<file path="config.mk">
export PLATFORM = sky130hd
export DESIGN_NAME = mux_src_ctrl
export DESIGN_NICKNAME = d
export VERILOG_FILES = /design/src/rtl/mux_src_ctrl.sv
export SDC_FILE = /design/constraint.sdc
export NUM_CORES = 1
export LEC_CHECK = 0
export ABC_AREA = 1
export BUFFER_PORTS_ARGS = -buffer_cell sky130_fd_sc_hd__buf_2
export CORE_ASPECT_RATIO = 1.4
export CORE_MARGIN = 2
export CORE_UTILIZATION = 45
export DETAILED_ROUTE_END_ITERATION = 8
export GPL_TIMING_DRIVEN = 0
export PLACE_DENSITY = 0.72
export SLEW_MARGIN = 20
export SYNTH_ARGS = -nofsm -noshare
export SYNTH_HDL_FRONTEND = slang
export SYNTH_HIERARCHICAL = 1
export SYNTH_SLANG_ARGS = --single-unit
</file>
<file path="constraint.sdc">
create_clock -name clk -period 2.7 [get_ports clk]
set_clock_uncertainty 0.15 [all_clocks]
set_input_delay 0.54 -clock clk [delete_from_list [all_inputs] [get_ports clk]]
set_output_delay 0.54 -clock clk [all_outputs]
set_load 0.03 [all_outputs]
</file>
<file path="src/rtl/mux_src_ctrl.sv">
// mux_src_ctrl: button front end for the 4-bit 2:1 data-path mux.
// Two raw buttons are synchronized and debounced. btn_sel flips the mux select.
// btn_inc steps the operand that is currently routed, so the mux output always
// shows the value being edited.
// Optional build macro MUX_SRC_AUTO_STEP_EN: while btn_inc is held, the step
// repeats after HOLD_LIMIT cycles and then every REPEAT_LIMIT cycles.

`timescale 1ns/1ps

// One debounce lane: 2-flop synchronizer feeding a 4-state qualify FSM.
module mux_src_db #(
    parameter int DB_LIMIT = 1000000,
    parameter int DB_W     = 20
) (
    input  logic clk,
    input  logic rst_n,
    input  logic btn,
    output logic held,
    output logic press
);
    typedef enum logic [1:0] {IDLE, PRESS_WAIT, HELD, RELEASE_WAIT} db_state_t;

    localparam logic [DB_W-1:0] LIM = DB_W'(DB_LIMIT - 1);

    logic [1:0]      sync_q;
    logic            s;
    db_state_t       state, nstate;
    logic [DB_W-1:0] cnt, ncnt;

    assign s = sync_q[1];

    // Metastability guard: the FSM only ever looks at the second flop.
    always_ff @(posedge clk or negedge rst_n) begin
        if (!rst_n) sync_q <= '0;
        else        sync_q <= {sync_q[0], btn};
    end

    // Next state: a level must hold for DB_LIMIT cycles on both press and release.
    always_comb begin
        nstate = state;
        ncnt   = cnt;
        case (state)
            IDLE: begin
                if (s) begin
                    nstate = PRESS_WAIT;
                    ncnt   = '0;
                end
            end
            PRESS_WAIT: begin
                if (!s)             nstate = IDLE;
                else if (cnt == LIM) nstate = HELD;
                else                ncnt   = cnt + 1'b1;
            end
            HELD: begin
                if (!s) begin
                    nstate = RELEASE_WAIT;
                    ncnt   = '0;
                end
            end
            RELEASE_WAIT: begin
                // A bounce back high during release returns to HELD silently.
                if (s)               nstate = HELD;
                else if (cnt == LIM) nstate = IDLE;
                else                 ncnt   = cnt + 1'b1;
            end
            default: nstate = IDLE;
        endcase
    end

    // State/counter register plus the registered one-shot on a qualified press.
    always_ff @(posedge clk or negedge rst_n) begin
        if (!rst_n) begin
            state <= IDLE;
            cnt   <= '0;
            press <= 1'b0;
        end else begin
            state <= nstate;
            cnt   <= ncnt;
            press <= (state == PRESS_WAIT) && (nstate == HELD);
        end
    end

    assign held = (state == HELD);
endmodule

module mux_src_ctrl #(
    parameter int DB_LIMIT     = 1000000,
    parameter int DB_W         = 20,
    parameter int HOLD_LIMIT   = 50000000,
    parameter int REPEAT_LIMIT = 10000000
) (
    input  logic       clk,
    input  logic       rst_n,
    input  logic       btn_sel,
    input  logic       btn_inc,
    input  logic       sw_dir,
    output logic       ctrl,
    output logic [3:0] A,
    output logic [3:0] B,
    output logic       sel_pulse,
    output logic       inc_pulse
);
    localparam int NUM_BTN = 2;
    localparam int SEL     = 0;
    localparam int INC     = 1;

    // Elaboration-time parameter sanity.
    if (DB_LIMIT < 2) begin : g_chk_db
        $error("DB_LIMIT must be >= 2");
    end
    if ((64'd1 << DB_W) <= 64'(DB_LIMIT)) begin : g_chk_w
        $error("DB_W too narrow for DB_LIMIT");
    end
    if (HOLD_LIMIT < 1 || REPEAT_LIMIT < 1) begin : g_chk_rep
        $error("HOLD_LIMIT and REPEAT_LIMIT must be >= 1");
    end

    logic [NUM_BTN-1:0] btn_raw;
    logic [NUM_BTN-1:0] held;
    logic [NUM_BTN-1:0] press;
    logic               step;
    logic               unused_held;

    assign btn_raw = {btn_inc, btn_sel};

    for (genvar g = 0; g < NUM_BTN; g++) begin : g_lane
        mux_src_db #(
            .DB_LIMIT (DB_LIMIT),
            .DB_W     (DB_W)
        ) u_db (
            .clk   (clk),
            .rst_n (rst_n),
            .btn   (btn_raw[g]),
            .held  (held[g]),
            .press (press[g])
        );
    end

`ifdef MUX_SRC_AUTO_STEP_EN
    localparam int HMAX = (HOLD_LIMIT > REPEAT_LIMIT) ? HOLD_LIMIT : REPEAT_LIMIT;
    localparam int HW   = $clog2(HMAX + 1);
    localparam logic [HW-1:0] HOLD_LIM = HW'(HOLD_LIMIT - 1);
    localparam logic [HW-1:0] REP_LIM  = HW'(REPEAT_LIMIT - 1);

    logic [HW-1:0] hold_cnt;
    logic          rep_mode;
    logic          rep_q;
    logic [HW-1:0] hold_lim;

    // First wait is HOLD_LIMIT, every later wait is REPEAT_LIMIT.
    assign hold_lim = rep_mode ? REP_LIM : HOLD_LIM;

    // Hold timer runs only while the inc lane sits in HELD; leaving HELD clears it.
    always_ff @(posedge clk or negedge rst_n) begin
        if (!rst_n) begin
            hold_cnt <= '0;
            rep_mode <= 1'b0;
            rep_q    <= 1'b0;
        end else if (!held[INC]) begin
            hold_cnt <= '0;
            rep_mode <= 1'b0;
            rep_q    <= 1'b0;
        end else if (hold_cnt == hold_lim) begin
            hold_cnt <= '0;
            rep_mode <= 1'b1;
            rep_q    <= 1'b1;
        end else begin
            hold_cnt <= hold_cnt + 1'b1;
            rep_q    <= 1'b0;
        end
    end

    assign step = press[INC] | rep_q;
`else
    assign step = press[INC];
`endif

    // HELD levels only matter to the optional repeat timer.
    assign unused_held = ^held;

    // Operand/select update: the step targets the operand selected before any toggle.
    always_ff @(posedge clk or negedge rst_n) begin
        if (!rst_n) begin
            ctrl <= 1'b0;
            A    <= 4'd0;
            B    <= 4'd0;
        end else begin
            if (press[SEL]) ctrl <= ~ctrl;
            if (step) begin
                if (ctrl) B <= sw_dir ? B - 4'd1 : B + 4'd1;
                else      A <= sw_dir ? A - 4'd1 : A + 4'd1;
            end
        end
    end

    assign sel_pulse = press[SEL];
    assign inc_pulse = step;
endmodule

</file>
## Word level (Yosys, flattened, before mapping)

Index checks and enable logic that the tools add are counted.

| cells by class | value |
|---|---|
| bitwise logic cells | 1 |
| equality and inequality tests | 18 |
| $add $sub $neg | 6 |
| multiplexer cells | 28 |
| reduce and logical (&&, ||, !) cells | 8 |

Operators with widths:

| operator | count |
|---|---|
| 20-bit two-way mux | 10 |
| 20-bit one-hot mux with 4 select lines | 2 |
| 20-bit by 1-bit adder with 20-bit output (second input constant) | 2 |
| 20-bit == test (second input constant) | 2 |
| 2-bit two-way mux | 12 |
| 2-bit one-hot mux with 4 select lines | 2 |
| 2-bit == test (second input constant) | 6 |
| 4-bit by 1-bit adder with 4-bit output (second input constant) | 2 |
| 4-bit two-way mux | 2 |
| 2-bit by 1-bit != test with 1-bit output (second input constant) | 4 |
| 2-bit != test (second input constant) | 4 |
| 4-bit AND reduction | 2 |
| 4-bit by 1-bit subtractor with 4-bit output (second input constant) | 2 |
| 2-bit by 1-bit == test with 1-bit output (second input constant) | 2 |
| 2-bit logical NOT | 2 |
| 2-bit AND reduction | 2 |
| 1-bit logical AND | 2 |
| 1-bit inverter | 1 |

| storage, ports and cells | value |
|---|---|
| logic and storage cells | 72 |
| output and inout port bits | 11 |
| bits in registers | 59 |
| input bits | 5 |

## Logic depth before layout (Yosys ltp)

Gate-level depths: netlist (run 1).

| depth | value |
|---|---|
| word-level depth | 6 |
| gate-level depth with buffers | 11 |
| mapped depth without buffers | 9 |

## Cells and area by module

Netlist (run 1), hierarchy kept.

Modules (own cells, without submodules):

| module | cells each | sequential area each (um^2) | instances | area each (um^2) |
|---|---|---|---|---|
| mux_src_db | 234 | 625.6 | 2 | 1570.3 |
| mux_src_ctrl | 66 | 225.2 | 1 | 556.8 |

## Worst setup path after synthesis (run 1)

OpenSTA, ideal clock, no wires.

| timing path | value |
|---|---|
| kind | register to register |
| from | register g_lane[0].u_db.cnt[0] |
| to | register g_lane[0].u_db.cnt[11] |
| cell stages (with the launch flop) | 11 |
| setup slack | 0.962 ns |
| library setup time | 0.126 ns |
| data arrival time | 1.462 ns |
| data required time | 2.424 ns |
| path through | dfrtp_1 -> ha_1 -> nand3_2 -> nor2_1 -> nand2_1 -> nor2_2 -> nor2_2 -> inv_2 -> buf_6 -> buf_6 -> o21ai_0 |

| on the way | value |
|---|---|
| word-level cells in the longest chain between the ends | 4 |

Ends and longest elaborated chain:

| item | RTL line | source |
|---|---|---|
| from (decl) | 28 | `logic [DB_W-1:0] cnt, ncnt;` |
| from (signal assigned) | 78 | `cnt <= ncnt;` |
| 20-bit by 1-bit adder with 20-bit output / 20-bit == test (equally long branches) | - |  |
| 20-bit two-way mux * | 51, 63 |  |
| 20-bit two-way mux (on tied branches) | 62, 50 |  |
| 20-bit one-hot mux with 4 select lines * | 42 | `case (state)` |

Every way passes the cells marked *; elsewhere a longest branch is shown, timed or not. The select of a mux whose other input is x is not followed.
A chain may end at the register's enable or synchronous reset.

## Worst setup path after layout (run 1)

| timing path | value |
|---|---|
| from | register g_lane[1].u_db.cnt[0] |
| to | register g_lane[1].u_db.cnt[12] |

| on the way | value |
|---|---|
| word-level cells in the longest chain between the ends | 4 |

Ends and longest elaborated chain:

| item | RTL line |
|---|---|
| from (decl) | 28 |
| from (signal assigned) | 78 |
| 20-bit by 1-bit adder with 20-bit output / 20-bit == test (equally long branches) | - |
| 20-bit two-way mux * | 51, 63 |
| 20-bit two-way mux (on tied branches) | 62, 50 |
| 20-bit one-hot mux with 4 select lines * | 42 |

Marked as above.

==> flow_summary.toml, run 1 <==
[worst_setup_path]
cp_data_required_time_ns = 2.76
end_kind = "register"
start_kind = "register"
path_cells = "ha_1 -> nand3_2 -> nor2_1 -> nand2_1 -> nor2_2 -> nor2_2 -> inv_2 -> buf_6 -> buf_6 -> o21ai_0"
critical_path_buf_inv_count = 3
worst-path-stages = 10
rr_worst_depth = 10
r2r_setup_slack_ns = 0.51
slowest_stage = "dfrtp_1"
path_class = "reg -> reg"
r2r_start = "g_lane[1].u_db/cnt[0]"
cp_max_fo = 10
max_stage_delay_ns = 0.40
r2r_end = "g_lane[1].u_db/cnt[12]"
crit_start = "g_lane[1].u_db/cnt[0]"
cp-endpoint = "g_lane[1].u_db/cnt[12]"
critical_path_arrival_ns = 2.24
critical-path-top-delay-family = "simple AND/OR/NAND/NOR gates"

[floorplanning]
start_util = 0.458
dieArea_mm2 = 0.00895
fp.dieH_um = 111
die_x_um = 80.5
row_count = 39
core_mm2 = 0.00805
ioPinCount = 16

[timing]
hold_violations = 0
fin_crit_ns = 2.19
slew_viol_final = 0
setup_ws_ns = 0.513
worst_pin_slew_ns = 0.740
setup_violations = 0
final.period_utilization = 0.810
fin_tns_setup_ns = 0
rsz0062_at_grt = "false"
worst_hold_slack_ns = 0.106
relSlewSlack = 0.506
clock.fmax_mhz = 457

[place]
dp_cells = 649
post_dp_cell_area_mm2 = 0.00389
hpwl_um = 6660
gp_congestion = 0.960
dp_slack_ns = 0.559
portBuffers = 15

[cells_and_area]
n_antenna_cell = 0
layout.cells.non_filler = 665
final_cell_area_mm2 = 0.00422
layout.core_utilization = 0.524
nets = 571
final_layout_size_suffix_gt1_frac = 0.0977
area_delta_synth_final_pct = 14.2

[power_and_ir_drop]
power_density_mw_per_mm2 = 539
clock_power_share = 0.546
p_int_mw = 1.77
finalPower_mw = 2.27
leakage_nw = 1.84
ir_drop_mv = 0.326
combPwrFrac = 0.051
power_switching_mw = 0.504
power_frac_seq = 0.403
p_sw_frac = 0.222

[clocking]
postCtsHoldBufs = 0
cts.clk_slew.worst_paths_ns = 0.05
cts_resized = 0
clock-sinks = 59
cts_buffers = 9
post-cts-setup-buffers = 0
cts_max_level = 3
cts_tree = "yes"
insertion_delay_ns = 0.34
clockBufferDepth = 2
cts_root_buffer = "clkbuf_16"

[drt]
drtPass1Iterations = 5
routed_via_density = 5.41
ant_nets = 0
drc_errors = 0
routed-via-count = 3599
drt_wl_total_um = 9110
drt_first_iter_violations = 219
post_drt_wl_per_cell_um = 13.7

[job]
cap_viol_max_count = 0

[global_routing]
antenna_found_initial = 0
grt_max_degree = 60
grt_use_total = 0.226
grt-ovfl-total = 0
grt_pass1_vias = 3517
grt_pass1_wl_um = 15800

[synth]
syn-num-nets = 545
netlist_area_mm2 = 0.00369
avgSynthCellArea_um2 = 6.94
synth_cells = 532
yosysWarnings = 6

[hold_path]
worstHoldPathType = "in -> async"

[run_status]
outcome = "finished clean"
worst min path at each step:
stage                                to  slack, ns                startpoint  cells past startpoint
2_1_floorplan                      A[0]       0.09                     rst_n                      0
4_1_cts          g_lane[1].u_db/cnt[13]       0.15                     rst_n                      1
3_3_place_gp   g_lane[0].u_db/sync_q[1]       0.19  g_lane[0].u_db/sync_q[0]                      0
3_5_place_dp   g_lane[0].u_db/sync_q[1]       0.19  g_lane[0].u_db/sync_q[0]                      0
6_report         g_lane[1].u_db/cnt[15]       0.11                     rst_n                      1
5_1_grt        g_lane[0].u_db/sync_q[0]       0.15                   btn_sel                      1
per-layer routing:
layer,share of wire,GRT usage,vias up
li1,-,-,1765
met1,0.41,0.256,1696
met2,0.51,0.373,102
met3,0.041,0.0480,36
met4,0.043,0.153,0
met5,0,0,-
power by group through the flow:
| stage | Clock [mW] | Combinational [mW] | Sequential (mW) |
|---|---|---|---|
| 2_1_floorplan | 0 | 0.0708 | 0.927 |
| 5_1_grt | 1.31 | 0.131 | 0.916 |
| 3_5_place_dp | 0 | 0.118 | 0.930 |
| 4_1_cts | 1.26 | 0.118 | 0.915 |
| 3_3_place_gp | 0 | 0.113 | 0.929 |
| 6_report | 1.24 | 0.116 | 0.915 |
flip-flops by register name (all words and copies together), names as in the netlist:
name,count
g_lane.u_db/cnt,40
A,4
B,4
g_lane.u_db/state,4
g_lane.u_db/sync_q,4
g_lane.u_db/press,2
ctrl,1
placed cells by master, fill, tap and decap left out, types with 7 or more instances in the layout:
cell type and n:
nand2_1 180, dfrtp_1 59, nor2_1 59, nand3_1 57
inv_1 49, o21ai_0 38, buf_2 18, nand4_1 16
clkbuf_16 9, nor2_2 8, xor2_1 7
cell type report:
class / instances / area (um2)
timing repair buffer: 15 / 77.6
tap: 102 / 128
inverter: 54 / 203
clock inverter: 4 / 73.8
multi-input combinational: 407 / 1930
sequential: 59 / 1480
fill: 776 / 3840
buffer: 12 / 80.1
clock buffer: 12 / 246
worst reg2reg max path, delay by kind of cell (launching register included):
| kind | cells | cell delay (ns) |
|---|---|---|
| simple gates | 5 | 0.74 |
| flops | 1 | 0.40 |
| buf+inv | 3 | 0.35 |
| fa+ha+maj | 1 | 0.31 |
| compound gates | 1 | 0.10 |
No activity file was read; power rests on OpenSTA's default activity.
==> run 2: changes to the inputs <==
--- a/config.mk
+++ b/config.mk
@@ -5,7 +5,7 @@
 export SDC_FILE = /design/constraint.sdc
 export NUM_CORES = 1
 export LEC_CHECK = 0
-export ABC_AREA = 1
+export ABC_AREA = 0
 export BUFFER_PORTS_ARGS = -buffer_cell sky130_fd_sc_hd__buf_2
 export CORE_ASPECT_RATIO = 1.4
 export CORE_MARGIN = 2
==> constraint.sdc (replaced) <==
create_clock -name clk -period 2.22 [get_ports clk]
set_clock_uncertainty 0.15 [all_clocks]
set_input_delay 0.444 -clock clk [delete_from_list [all_inputs] [get_ports clk]]
set_output_delay 0.444 -clock clk [all_outputs]
set_load 0.03 [all_outputs]
==> run 2 against run 1 <==
Against the previous run: hold slack worse by 0.076 ns; sequential share of layout area is 0.28 points lower; sequential power is 31% higher; cell count is 23% lower; via count is 14% lower; register-to-register slack worse by 0.43 ns; core utilization is 0.10 points higher; wire length is 4.6% lower; critical endpoint is now g_lane[1].u_db/cnt[4].
==> flow_summary.toml, run 2 <==
[run_status]
outcome = "finished clean"

[synth]
avgSynthCellArea_um2 = 9.96
synth_cells = 376
yosysWarnings = 6
netlist_area_mm2 = 0.00374
syn-num-nets = 389

[timing]
relSlewSlack = 0.454
rsz0062_at_grt = "false"
fin_crit_ns = 2.14
fin_tns_setup_ns = 0
slew_viol_final = 0
clock.fmax_mhz = 468
worst_pin_slew_ns = 0.813
worst_hold_slack_ns = 0.0307
setup_violations = 0
final.period_utilization = 0.963
setup_ws_ns = 0.0822
hold_violations = 0

[floorplanning]
core_mm2 = 0.00810
die_x_um = 81.1
start_util = 0.462
dieArea_mm2 = 0.00908
ioPinCount = 16
row_count = 39
fp.dieH_um = 112

[clocking]
post-cts-setup-buffers = 0
postCtsHoldBufs = 0
cts.clk_slew.worst_paths_ns = 0.05
cts_resized = 0
cts_max_level = 3
cts_root_buffer = "clkbuf_16"
clockBufferDepth = 2
cts_buffers = 9
cts_tree = "yes"
insertion_delay_ns = 0.33
clock-sinks = 59

[place]
dp_slack_ns = 0.115
portBuffers = 15
hpwl_um = 6000
gp_congestion = 0.924

[worst_setup_path]
rr_worst_depth = 5
r2r_setup_slack_ns = 0.08
cp_max_fo = 10
start_kind = "register"
max_stage_delay_ns = 0.67
path_cells = "xnor2_1 -> buf_2 -> nor3_1 -> a21o_1 -> a22o_1"
path_class = "reg -> reg"
cp_data_required_time_ns = 2.29
r2r_start = "g_lane[1].u_db/sync_q[1]"
end_kind = "register"
slowest_stage = "xnor2_1"
critical_path_arrival_ns = 2.20
r2r_end = "g_lane[1].u_db/cnt[4]"

[power_and_ir_drop]
combPwrFrac = 0.082
p_int_mw = 2.10
clock_power_share = 0.489
power_frac_seq = 0.430
leakage_nw = 1.91
p_sw_frac = 0.250
ir_drop_mv = 0.474
power_switching_mw = 0.697
power_density_mw_per_mm2 = 657

[cells_and_area]
multi_input_comb_area_mm2 = 0.00204
fillers = 726
n_antenna_cell = 0
final_layout_size_suffix_gt1_frac = 0.197
largest_reg_flops = 40
seqCellArea_mm2 = 0.00148
regMostFlops = "g_lane.u_db/cnt"
nets = 415
layout_commonest_cell = "dfrtp_1"
layout.core_utilization = 0.525
final_cell_mix = "dfrtp_1 (59), nand2_1 (31), nand3_1 (23)"
area_delta_synth_final_pct = 13.5

[drt]
routed-via-count = 3095
drt_first_iter_violations = 223
ant_nets = 0
drc_errors = 0
post_drt_wl_per_cell_um = 17.1
drt_wl_total_um = 8690
routed_via_density = 6.08
drtPass1Iterations = 7

[global_routing]
antenna_found_initial = 0
grt-ovfl-total = 0
grt_use_total = 0.210
grt_pass1_vias = 2992
grt_pass1_wl_um = 14600
grt_max_degree = 60

[job]
cap_viol_max_count = 0

[hold_path]
worstHoldPathType = "in -> async"
run 2: area by class of cell:
class                           instances  share of cell area
Timing Repair Buffer                   15              0.0183
Multi-Input combinational cell        281               0.480
Clock buffer                           13              0.0660
Sequential cell                        59               0.347
Tap cell                              102              0.0300
Clock inverter                          3             0.00471
Buffer                                 17              0.0359
Inverter                               19              0.0180
run 2: worst max path at each step:
stage / from / to / slack, ns
after global placement: g_lane[0].u_db/state[1] / g_lane[0].u_db/cnt[4] / 0.14
final: g_lane[1].u_db/sync_q[1] / g_lane[1].u_db/cnt[4] / 0.08
after global routing: g_lane[1].u_db/sync_q[1] / g_lane[1].u_db/cnt[4] / 0.02
after floorplan: g_lane[0].u_db/cnt[0] / g_lane[0].u_db/cnt[18] / 0.44
after CTS: g_lane[1].u_db/sync_q[1] / g_lane[1].u_db/cnt[4] / 0.10
after detailed placement: g_lane[1].u_db/sync_q[1] / g_lane[1].u_db/cnt[4] / 0.12
run 2: layer usage:
metal / global-route usage / up-vias / part of all wire
li1: - / 1487 / -
met1: 0.235 / 1516 / 0.41
met2: 0.364 / 73 / 0.53
met3: 0.0608 / 19 / 0.039
met4: 0.0870 / 0 / 0.020
met5: 0 / - / 0
run 2: critical path: cells and delay by family (launching register included):
| family | cells | cell delay, ns |
|---|---|---|
| XOR/XNOR | 1 | 0.67 |
| flip-flops | 1 | 0.44 |
| buffers and inverters | 1 | 0.36 |
| AND/OR/NAND/NOR | 1 | 0.08 |
| AO/OA/AOI/OAI | 2 | 0.32 |
run 2: per-stage QoR:
step | std cells | total power, mW | cell area [um2]
2_1_floorplan | 376 | 1.36 | 3740
3_3_place_gp | 493 | 1.43 | 3950
3_5_place_dp | 493 | 1.45 | 3950
4_1_cts | 509 | 2.83 | 4250
5_1_grt | 509 | 2.93 | 4250
6_report | 509 | 2.79 | 4250
run 2: power by group through the flow:
stage	Clock [mW]	Sequential, mW	Combinational (mW)
floorplan	0	1.21	0.160
global placement	0	1.21	0.221
detailed placement	0	1.22	0.229
CTS	1.40	1.20	0.232
global route	1.46	1.21	0.258
finish	1.36	1.20	0.228
